File: src/rtl/bp_pkg.sv
// Shared types and helpers for the global branch predictor: 2-bit counter
// encodings, scheduler FSM states and the saturating counter update.
package bp_pkg;

  localparam int IDX_W_DEF  = 10;
  localparam int HIST_W_DEF = 10;

  // Gray-style encoding: bit[1] is the predicted direction.
  typedef enum logic [1:0] {
    SNT = 2'b00,
    WNT = 2'b01,
    WT  = 2'b11,
    ST  = 2'b10
  } cnt_e;

  typedef enum logic [1:0] {
    S_INIT  = 2'b00,
    S_IDLE  = 2'b01,
    S_WAIT  = 2'b10,
    S_WRITE = 2'b11
  } sched_state_e;

  function automatic logic [1:0] next_cnt(input logic [1:0] cnt, input logic taken);
    logic [1:0] nxt;
    case (cnt)
      SNT:     nxt = taken ? WNT : SNT;
      WNT:     nxt = taken ? WT  : SNT;
      WT:      nxt = taken ? ST  : WNT;
      ST:      nxt = taken ? ST  : WT;
      default: nxt = cnt;
    endcase
    return nxt;
  endfunction

endpackage

File: src/rtl/sync_fifo.sv
// Small synchronous FIFO with occupancy count; push is dropped when full and
// pop is ignored when empty. Pointers wrap modulo DEPTH (power of two).
module sync_fifo #(
  parameter int W     = 11,
  parameter int DEPTH = 4
) (
  input  logic                       clk,
  input  logic                       rst,
  input  logic                       i_push,
  input  logic [W-1:0]               i_data,
  input  logic                       i_pop,
  output logic [W-1:0]               o_data,
  output logic                       o_full,
  output logic                       o_empty,
  output logic [$clog2(DEPTH):0]     o_count
);

  localparam int AW = (DEPTH > 1) ? $clog2(DEPTH) : 1;

  logic [W-1:0]          r_mem [DEPTH];
  logic [AW-1:0]         r_wptr;
  logic [AW-1:0]         r_rptr;
  logic [$clog2(DEPTH):0] r_count;
  logic                  w_do_push;
  logic                  w_do_pop;

  assign o_full    = (r_count == ($clog2(DEPTH)+1)'(DEPTH));
  assign o_empty   = (r_count == '0);
  assign o_count   = r_count;
  assign o_data    = r_mem[r_rptr];
  assign w_do_push = i_push & ~o_full;
  assign w_do_pop  = i_pop & ~o_empty;

  always_ff @(posedge clk) begin
    if (rst) begin
      r_wptr  <= '0;
      r_rptr  <= '0;
      r_count <= '0;
    end else begin
      if (w_do_push) begin
        r_wptr <= r_wptr + AW'(1);
      end
      if (w_do_pop) begin
        r_rptr <= r_rptr + AW'(1);
      end
      case ({w_do_push, w_do_pop})
        2'b10:   r_count <= r_count + 1'b1;
        2'b01:   r_count <= r_count - 1'b1;
        default: r_count <= r_count;
      endcase
    end
  end

  // Storage carries no reset; only entries below the count are ever read out.
  always_ff @(posedge clk) begin
    if (w_do_push) begin
      r_mem[r_wptr] <= i_data;
    end
  end

endmodule

File: src/rtl/pht_update_scheduler.sv
// Owns the single PHT port: post-reset init sweep, lookup-priority arbitration
// and buffered read-modify-write of 2-bit counters for resolved branches.
module pht_update_scheduler
  import bp_pkg::*;
#(
  parameter int IDX_W      = IDX_W_DEF,
  parameter int HIST_W     = HIST_W_DEF,
  parameter int FIFO_DEPTH = 4
) (
  input  logic              clk,
  input  logic              rst,
  input  logic              lookup_req,
  input  logic [IDX_W-1:0]  lookup_idx,
  output logic              lookup_grant,
  input  logic              res_valid,
  input  logic [31:0]       res_pc,
  input  logic [HIST_W-1:0] res_hist,
  input  logic              res_taken,
  input  logic              res_pred,
  output logic              res_ready,
  output logic              pht_en,
  output logic              pht_we,
  output logic [IDX_W-1:0]  pht_addr,
  output logic [1:0]        pht_wdata,
  input  logic [1:0]        pht_rdata,
  output logic              init_busy,
  output logic              mispredict,
  output logic [HIST_W-1:0] hist_restore
);

  localparam int FW = IDX_W + 1;
  localparam int CW = $clog2(FIFO_DEPTH) + 1;

  sched_state_e        r_state;
  logic [IDX_W-1:0]    r_sweep;
  logic [1:0]          r_cnt;
  logic                r_mispredict;
  logic [HIST_W-1:0]   r_hist_restore;

  logic                w_accept;
  logic                w_pop;
  logic                w_full;
  logic                w_empty;
  logic [CW-1:0]       w_count;
  logic [FW-1:0]       w_push_data;
  logic [FW-1:0]       w_head;
  logic [IDX_W-1:0]    w_head_idx;
  logic                w_head_taken;
  logic                w_unused;

  assign init_busy    = (r_state == S_INIT);
  assign lookup_grant = lookup_req & ~init_busy;
  assign res_ready    = ~init_busy & ~w_full;
  assign w_accept     = res_valid & res_ready;
  assign w_pop        = (r_state == S_WRITE) & ~lookup_req;
  assign w_push_data  = {res_pc[IDX_W+1:2] ^ res_hist[IDX_W-1:0], res_taken};
  assign w_head_idx   = w_head[FW-1:1];
  assign w_head_taken = w_head[0];
  assign mispredict   = r_mispredict;
  assign hist_restore = r_hist_restore;
  assign w_unused     = ^{res_pc[31:IDX_W+2], res_pc[1:0], w_count};

  sync_fifo #(
    .W     (FW),
    .DEPTH (FIFO_DEPTH)
  ) u_fifo (
    .clk     (clk),
    .rst     (rst),
    .i_push  (w_accept),
    .i_data  (w_push_data),
    .i_pop   (w_pop),
    .o_data  (w_head),
    .o_full  (w_full),
    .o_empty (w_empty),
    .o_count (w_count)
  );

  // Sequencer: sweep, then read / capture / write-back of the FIFO head.
  always_ff @(posedge clk) begin
    if (rst) begin
      r_state <= S_INIT;
      r_sweep <= '0;
      r_cnt   <= 2'b00;
    end else begin
      case (r_state)
        S_INIT: begin
          r_sweep <= r_sweep + IDX_W'(1);
          if (r_sweep == {IDX_W{1'b1}}) begin
            r_state <= S_IDLE;
          end
        end
        S_IDLE: begin
          if (~w_empty && ~lookup_req) begin
            r_state <= S_WAIT;
          end
        end
        S_WAIT: begin
          // The IDLE read lands now even if a lookup owns the port this cycle.
          r_cnt   <= pht_rdata;
          r_state <= S_WRITE;
        end
        S_WRITE: begin
          if (~lookup_req) begin
            r_state <= S_IDLE;
          end
        end
        default: r_state <= S_INIT;
      endcase
    end
  end

  // Mispredict pulse and corrected history, one cycle after the accept.
  always_ff @(posedge clk) begin
    if (rst) begin
      r_mispredict   <= 1'b0;
      r_hist_restore <= '0;
    end else begin
      r_mispredict <= w_accept & (res_taken != res_pred);
      if (w_accept && (res_taken != res_pred)) begin
        r_hist_restore <= {res_hist[HIST_W-2:0], res_taken};
      end
    end
  end

  // Port mux: sweep owns it in INIT, otherwise a lookup always wins.
  always_comb begin
    pht_en    = 1'b0;
    pht_we    = 1'b0;
    pht_addr  = '0;
    pht_wdata = 2'b00;
    if (r_state == S_INIT) begin
      pht_en    = 1'b1;
      pht_we    = 1'b1;
      pht_addr  = r_sweep;
      pht_wdata = WT;
    end else if (lookup_grant) begin
      pht_en   = 1'b1;
      pht_addr = lookup_idx;
    end else begin
      case (r_state)
        S_IDLE: begin
          if (~w_empty) begin
            pht_en   = 1'b1;
            pht_addr = w_head_idx;
          end else begin
            pht_en = 1'b0;
          end
        end
        S_WRITE: begin
          pht_en    = 1'b1;
          pht_we    = 1'b1;
          pht_addr  = w_head_idx;
          pht_wdata = next_cnt(r_cnt, w_head_taken);
        end
        default: begin
          pht_en = 1'b0;
        end
      endcase
    end
  end

endmodule

File: config.mk
export PLATFORM = sky130hd
export DESIGN_NAME = pht_update_scheduler
export DESIGN_NICKNAME = d
export VERILOG_FILES = /design/src/rtl/bp_pkg.sv /design/src/rtl/sync_fifo.sv /design/src/rtl/pht_update_scheduler.sv
export SDC_FILE = /design/constraint.sdc
export NUM_CORES = 1
export LEC_CHECK = 0
export CAP_MARGIN = 30
export CORE_ASPECT_RATIO = 1.5
export CORE_MARGIN = 2
export CORE_UTILIZATION = 50
export CTS_CLUSTER_SIZE = 8
export DETAILED_ROUTE_END_ITERATION = 10
export PLACE_DENSITY = 0.82
export SLEW_MARGIN = 20
export SYNTH_ARGS = -nofsm -noshare
export SYNTH_HDL_FRONTEND = slang
export SYNTH_SLANG_ARGS = --single-unit
File: constraint.sdc
create_clock -name clk -period 3.95 [get_ports clk]
set_input_delay 1.185 -clock clk [delete_from_list [all_inputs] [get_ports clk]]
set_output_delay 1.185 -clock clk [all_outputs]
set_load 0.1 [all_outputs]
Yosys cells after proc, flatten, opt, wreduce, memory -nomap -nowiden. Memory sizes are Yosys's and may differ from the RTL's. A register that Yosys moved wholly into a read port is not among the register bits. Index checks and enable logic that the tools add are counted.

Register bits after elaboration: 32. Bits in writable memories: 44. Input bits: 60. Output and inout bits: 28. Word-level logic and storage cells: 75. Memories: 1.

Memory list: u_fifo.r_mem (words 4, bits a word 11, rd ports 1, clocked after Yosys merged registers in 1, write ports 1, RTL line sync_fifo.sv:20) `logic [W-1:0] r_mem [DEPTH];`.

Add/subtract/negate cells: 5. Eq/ne operators: 14. Muxes and demuxes: 28. Bitwise operators: 12. Reduce and logical (&&, ||, !) cells: 7.

Operators with widths (number): two-way mux 10 bit (3); two-way mux 2 bit (10); one-hot mux 10 bit (2 select lines) (1); one-hot mux 2 bit (4 select lines) (2); adder 10 x 1 -> 10 bit (second input constant) (1); equality test 10 bit (second input constant) (1); equality test 2 bit (second input constant) (5); two-way mux 1 bit (10); XOR 10 bit (1); AND 1 bit (7); equality test 2 x 1 -> 1 bit (second input constant) (3); one-hot mux 3 bit (2 select lines) (1); adder 2 x 1 -> 2 bit (second input constant) (2); zero test 2 bit (2); inequality test 2 bit (second input constant) (2); NOT 1 bit (4); adder 3 x 1 -> 3 bit (second input constant) (1); equality test 3 bit (second input constant) (1); zero test 3 bit (1); AND reduction 3 bit (1); subtractor 3 x 1 -> 3 bit (second input constant) (1); logical AND 1 bit (2); inequality test 2 x 1 -> 1 bit (second input constant) (1); one-hot mux 1 bit (2 select lines) (1); other kinds (2) (2).

Depth between registers and ports, before layout.
Depth after elaboration: 7. Gate-level depth with buffers: 11.

Cells and area by module. From an unflattened synthesis, not the netlist that was laid out.

Cells, all modules: 287. Area, all modules: 3585.9 µm².

Modules (own cells, without submodules): sync_fifo (times used 1, cells each 111, area each 2065.7 µm², seq. area each 1501.4 µm²); pht_update_scheduler (times used 1, cells each 176, area each 1520.2 µm², seq. area each 500.5 µm²).

Worst setup path after synthesis. No wires, ideal clock.

Kind: reg-to-output. Start point: reg r_state[0]. End point: out res_ready. Arrival: 2.897 ns. Required time: 2.765 ns. Setup slack: -0.132 ns. Stages on the path, launching flop included: 7. Buffers on the path: 3. Cell sequence: dfxtp_1 -> inv_1 -> ha_1 -> clkdlybuf4s15_2 -> buf_6 -> buf_6 -> nor2_1.

Cells in the longest elaborated chain, start to end: 3.

Ends and longest elaborated chain: start, declared (RTL line pht_update_scheduler.sv:34) `sched_state_e r_state;`; start signal, assigned (RTL line pht_update_scheduler.sv:81) `r_state <= S_INIT;`; start signal, assigned (RTL line pht_update_scheduler.sv:89) `r_state <= S_IDLE;`; start signal, assigned (RTL line pht_update_scheduler.sv:94) `r_state <= S_WAIT;`; zero test 2 bit (RTL line pht_update_scheduler.sv:51) `assign init_busy = (r_state == S_INIT);`; net init_busy (RTL line pht_update_scheduler.sv:26) `output logic init_busy,`; NOT 1 bit (RTL line pht_update_scheduler.sv:53) `assign res_ready = ~init_busy & ~w_full;`; AND 1 bit (RTL line pht_update_scheduler.sv:53); end, declared (RTL line pht_update_scheduler.sv:20) `output logic res_ready,`.

The timed path passes the listed nets, and every way through them passes these cells.

Final worst setup path.
Start point: in lookup_req. End point: out pht_addr[2].

Cells in the longest elaborated chain, start to end: 3.

Ends and longest elaborated chain: start, declared (RTL line pht_update_scheduler.sv:12) `input logic lookup_req,`; AND 1 bit (RTL line pht_update_scheduler.sv:52) `assign lookup_grant = lookup_req & ~init_busy;`; two-way mux 10 bit (RTL line pht_update_scheduler.sv:136) `end else if (lookup_grant) begin`; two-way mux 10 bit (RTL line pht_update_scheduler.sv:131) `if (r_state == S_INIT) begin`; end, declared (RTL line pht_update_scheduler.sv:23) `output logic [IDX_W-1:0] pht_addr,`.

Every way passes these cells.

==> results.ini <==
[layout]
utilization=0.663
diodes=0
seq_area_um2=2000
finalInstanceArea_um2=4570
fillers=506
fin_nets=413
multi_input_area_um2=1420
final_layout_size_suffix_gt1_frac=0.162
area_growth_pct=28.4

[worst_setup_path]
crit_path_max_fanout=10
end_kind=output port
arrival_ns=2.56
required_ns=2.76
timing.critical_path.from_type=primary input
worstReg2RegStart=r_state[1]
ff2ff_path_depth=9
worstSetupPathType=in -> out
path_cells=clkdlybuf4s50_1 > and2b_2 > a221o_1 > buf_12
r2r_slack_ns=1.28
r2r_end=u_fifo.o_count[2]
cp_slowest_stage_delay_ns=0.48
cp_slowest_cell=clkdlybuf4s50_1

[logic_synthesis]
yosys_warnings=0
synthArstFlopShare=0
synth_fp_nets=346
yosysSeqAreaShare=0.562
syn_area_um2=3560
synth_seq_cells=78
synth_enable_flop_cells=44
avgSynthCellArea_um2=13.0
ys_dominant_reg_cell=edfxtp_1
synth_cells=274
yosysUniqueCellTypes=41

[floorplanning]
fp-row-count=37
start_util=0.517
die_h_um=107
ioPinCount=88
fp.coreArea_um2=6900
die-area_um2=7830
die_w_um=72.9

[clocking]
cts-root-buf=clkbuf_8
cts_max_level=3
clock_latency_ns=0.36
cts_tree=done
post_cts_buffers=0
clockBufferDepth=2
cts_made_buffers=9
clkTransAtPathRegs_ns=0.08
hold_buffers=0
cts_resized=0
clock_sinks=78

[min_path]
holdPathEnd=hist_restore[4]
hold_start=hist_restore[4]
hp-class=reg -> reg
hold-path-cell-count=2

[drt]
routedWlPerCell_um=15.8
dr.pass1.iters=4
wirelength_um=6720
ant_nets=0
drt_iter0_drc=124
vias=2331
via_per_inst=5.50
drc_errors=0

[global_route]
grt_pass1_vias=2409
grt_pass1_wl_um=11400
antenna_found_initial=0
grt_max_degree=26
grt_overflow=0
grt.total_usage=0.194

[sta]
drv_slew=0
fin_crit_sh=0.949
finalSetupViolations=0
tightest_slew_ns=0.968
rsz0062_at_grt=false
hold_violations=0
fmax_mhz=267
holdWs_ns=0.504
post-route-min-period_ns=3.75
max_slew_margin=0.352
finClkSkew_ns=0.0102

[run_status]
status=finished, final reports clean

[power]
peakVddDrop_mv=0.299
leakage_uw=0.00155
powerDensity_nw_per_um2=444

[place]
place_area_um2=4390
place.gp.congestion=0.813
port_buffers=65
dp_hpwl_um=4930

[job]
cap_viol_max_count=0

[worst max path at each step]
stage	cells past startpoint	startpoint	slack, ns	to
after detailed placement	4	lookup_req	0.20	pht_addr[2]
final	4	lookup_req	0.20	pht_addr[2]
after global routing	4	lookup_req	0.16	pht_addr[9]
after CTS	4	lookup_req	0.20	pht_addr[2]
after global placement	4	lookup_req	0.21	pht_addr[2]
after floorplan	2	lookup_req	-0.04	pht_wdata[0]
[cell families after synthesis]
logic type | after synthesis | synth area share
AND/OR/NAND/NOR | 75 | 0.109
AO/OA/AOI/OAI | 33 | 0.0636
buffers and inverters | 23 | 0.0400
adder cells (fa/ha/maj) | 12 | 0.0442
XOR/XNOR | 25 | 0.0614
multiplexers | 28 | 0.120
flip-flops | 78 | 0.562
[per-stage QoR]
| step | total power, µW | worst slack, ns | cells | setup TNS [ns] |
|---|---|---|---|---|
| after floorplan | 1320 | -0.0389 | 274 | -0.0777 |
| after global placement | 1490 | 0.210 | 408 | 0 |
| after detailed placement | 1500 | 0.203 | 408 | 0 |
| after CTS | 2040 | 0.196 | 424 | 0 |
| after global routing | 2110 | 0.156 | 424 | 0 |
| final | 2030 | 0.202 | 424 | 0 |
[cells in the final DEF, fill, tap and decap left out, types with 6 or more instances in the layout]
cell type        count
o21ai_1              9
a221o_1              9
mux2i_1             15
xor2_1              16
inv_1                8
mux4_2               9
clkdlybuf4s50_1     47
dfxtp_1             34
edfxtp_1            44
buf_4                9
buf_12              15
ha_1                11
xnor2_1              9
nor2_1              31
clkbuf_8            11
nor3_1              13
o21ai_0              6
[flip-flops by register name (all words and copies together), names as in the netlist, named ones only]
| name | cells |
|---|---|
| r_sweep | 10 |
| u_fifo.o_count | 3 |
| r_state | 2 |
| u_fifo.r_wptr | 2 |
| u_fifo.r_rptr | 2 |
| hist_restore | 10 |
| u_fifo.r_mem | 44 |
| mispredict | 1 |
| r_cnt | 2 |
[synthesized netlist by cell type, drive strengths merged (2+ instances only)]
| cell type | count | share of area |
|---|---|---|
| nor4b | 2 | 0.0067 |
| o21bai | 2 | 0.0042 |
| xor2 | 16 | 0.039 |
| and3 | 2 | 0.0035 |
| xnor2 | 9 | 0.022 |
| nor3b | 3 | 0.0091 |
| nand2b | 4 | 0.0070 |
| nand3 | 3 | 0.0042 |
| a221o | 9 | 0.025 |
| nor2 | 32 | 0.034 |
| o21ai | 15 | 0.021 |
| edfxtp | 44 | 0.37 |
| nor3 | 13 | 0.018 |
| mux4 | 11 | 0.072 |
| buf | 9 | 0.023 |
| or3 | 2 | 0.0035 |
| mux2i | 15 | 0.042 |
| a21oi | 4 | 0.0056 |
| dfxtp | 34 | 0.19 |
| nand4 | 2 | 0.0035 |
| mux2 | 2 | 0.0063 |
| nand2 | 5 | 0.0053 |
| clkbuf | 5 | 0.0056 |
| and2 | 4 | 0.0070 |
| ha | 11 | 0.039 |
| inv | 8 | 0.0084 |
[critical path: cells and delay by family]
| family | cells | cell delay (ns) |
|---|---|---|
| compound gates | 1 | 0.39 |
| buf+inv | 2 | 0.66 |
| simple gates | 1 | 0.32 |
[metal layers]
metal / track usage / up-vias / wire, µm
met1: 0.226 / 1119 / 2710
met5: 0 / - / 0
met3: 0.0487 / 9 / 291
met2: 0.329 / 69 / 3590
li1: - / 1134 / -
met4: 0.0913 / 0 / 124
[report_power, final]
| group | leakage [µW] | total (µW) | switching, µW | internal, µW |
|---|---|---|---|---|
| sequential | 0.000670 | 909 | 19.6 | 889 |
| combinational | 0.000788 | 570 | 365 | 206 |
| clock | 0.0000930 | 551 | 286 | 265 |
[final cells by class]
class | instances | share of cell area
Timing Repair Buffer | 71 | 0.183
Sequential cell | 78 | 0.438
Inverter | 8 | 0.00656
Multi-Input combinational cell | 173 | 0.311
Clock buffer | 12 | 0.0339
Clock inverter | 4 | 0.00656
Tap cell | 78 | 0.0213
Note: power is estimated with default switching activity, not from simulation.
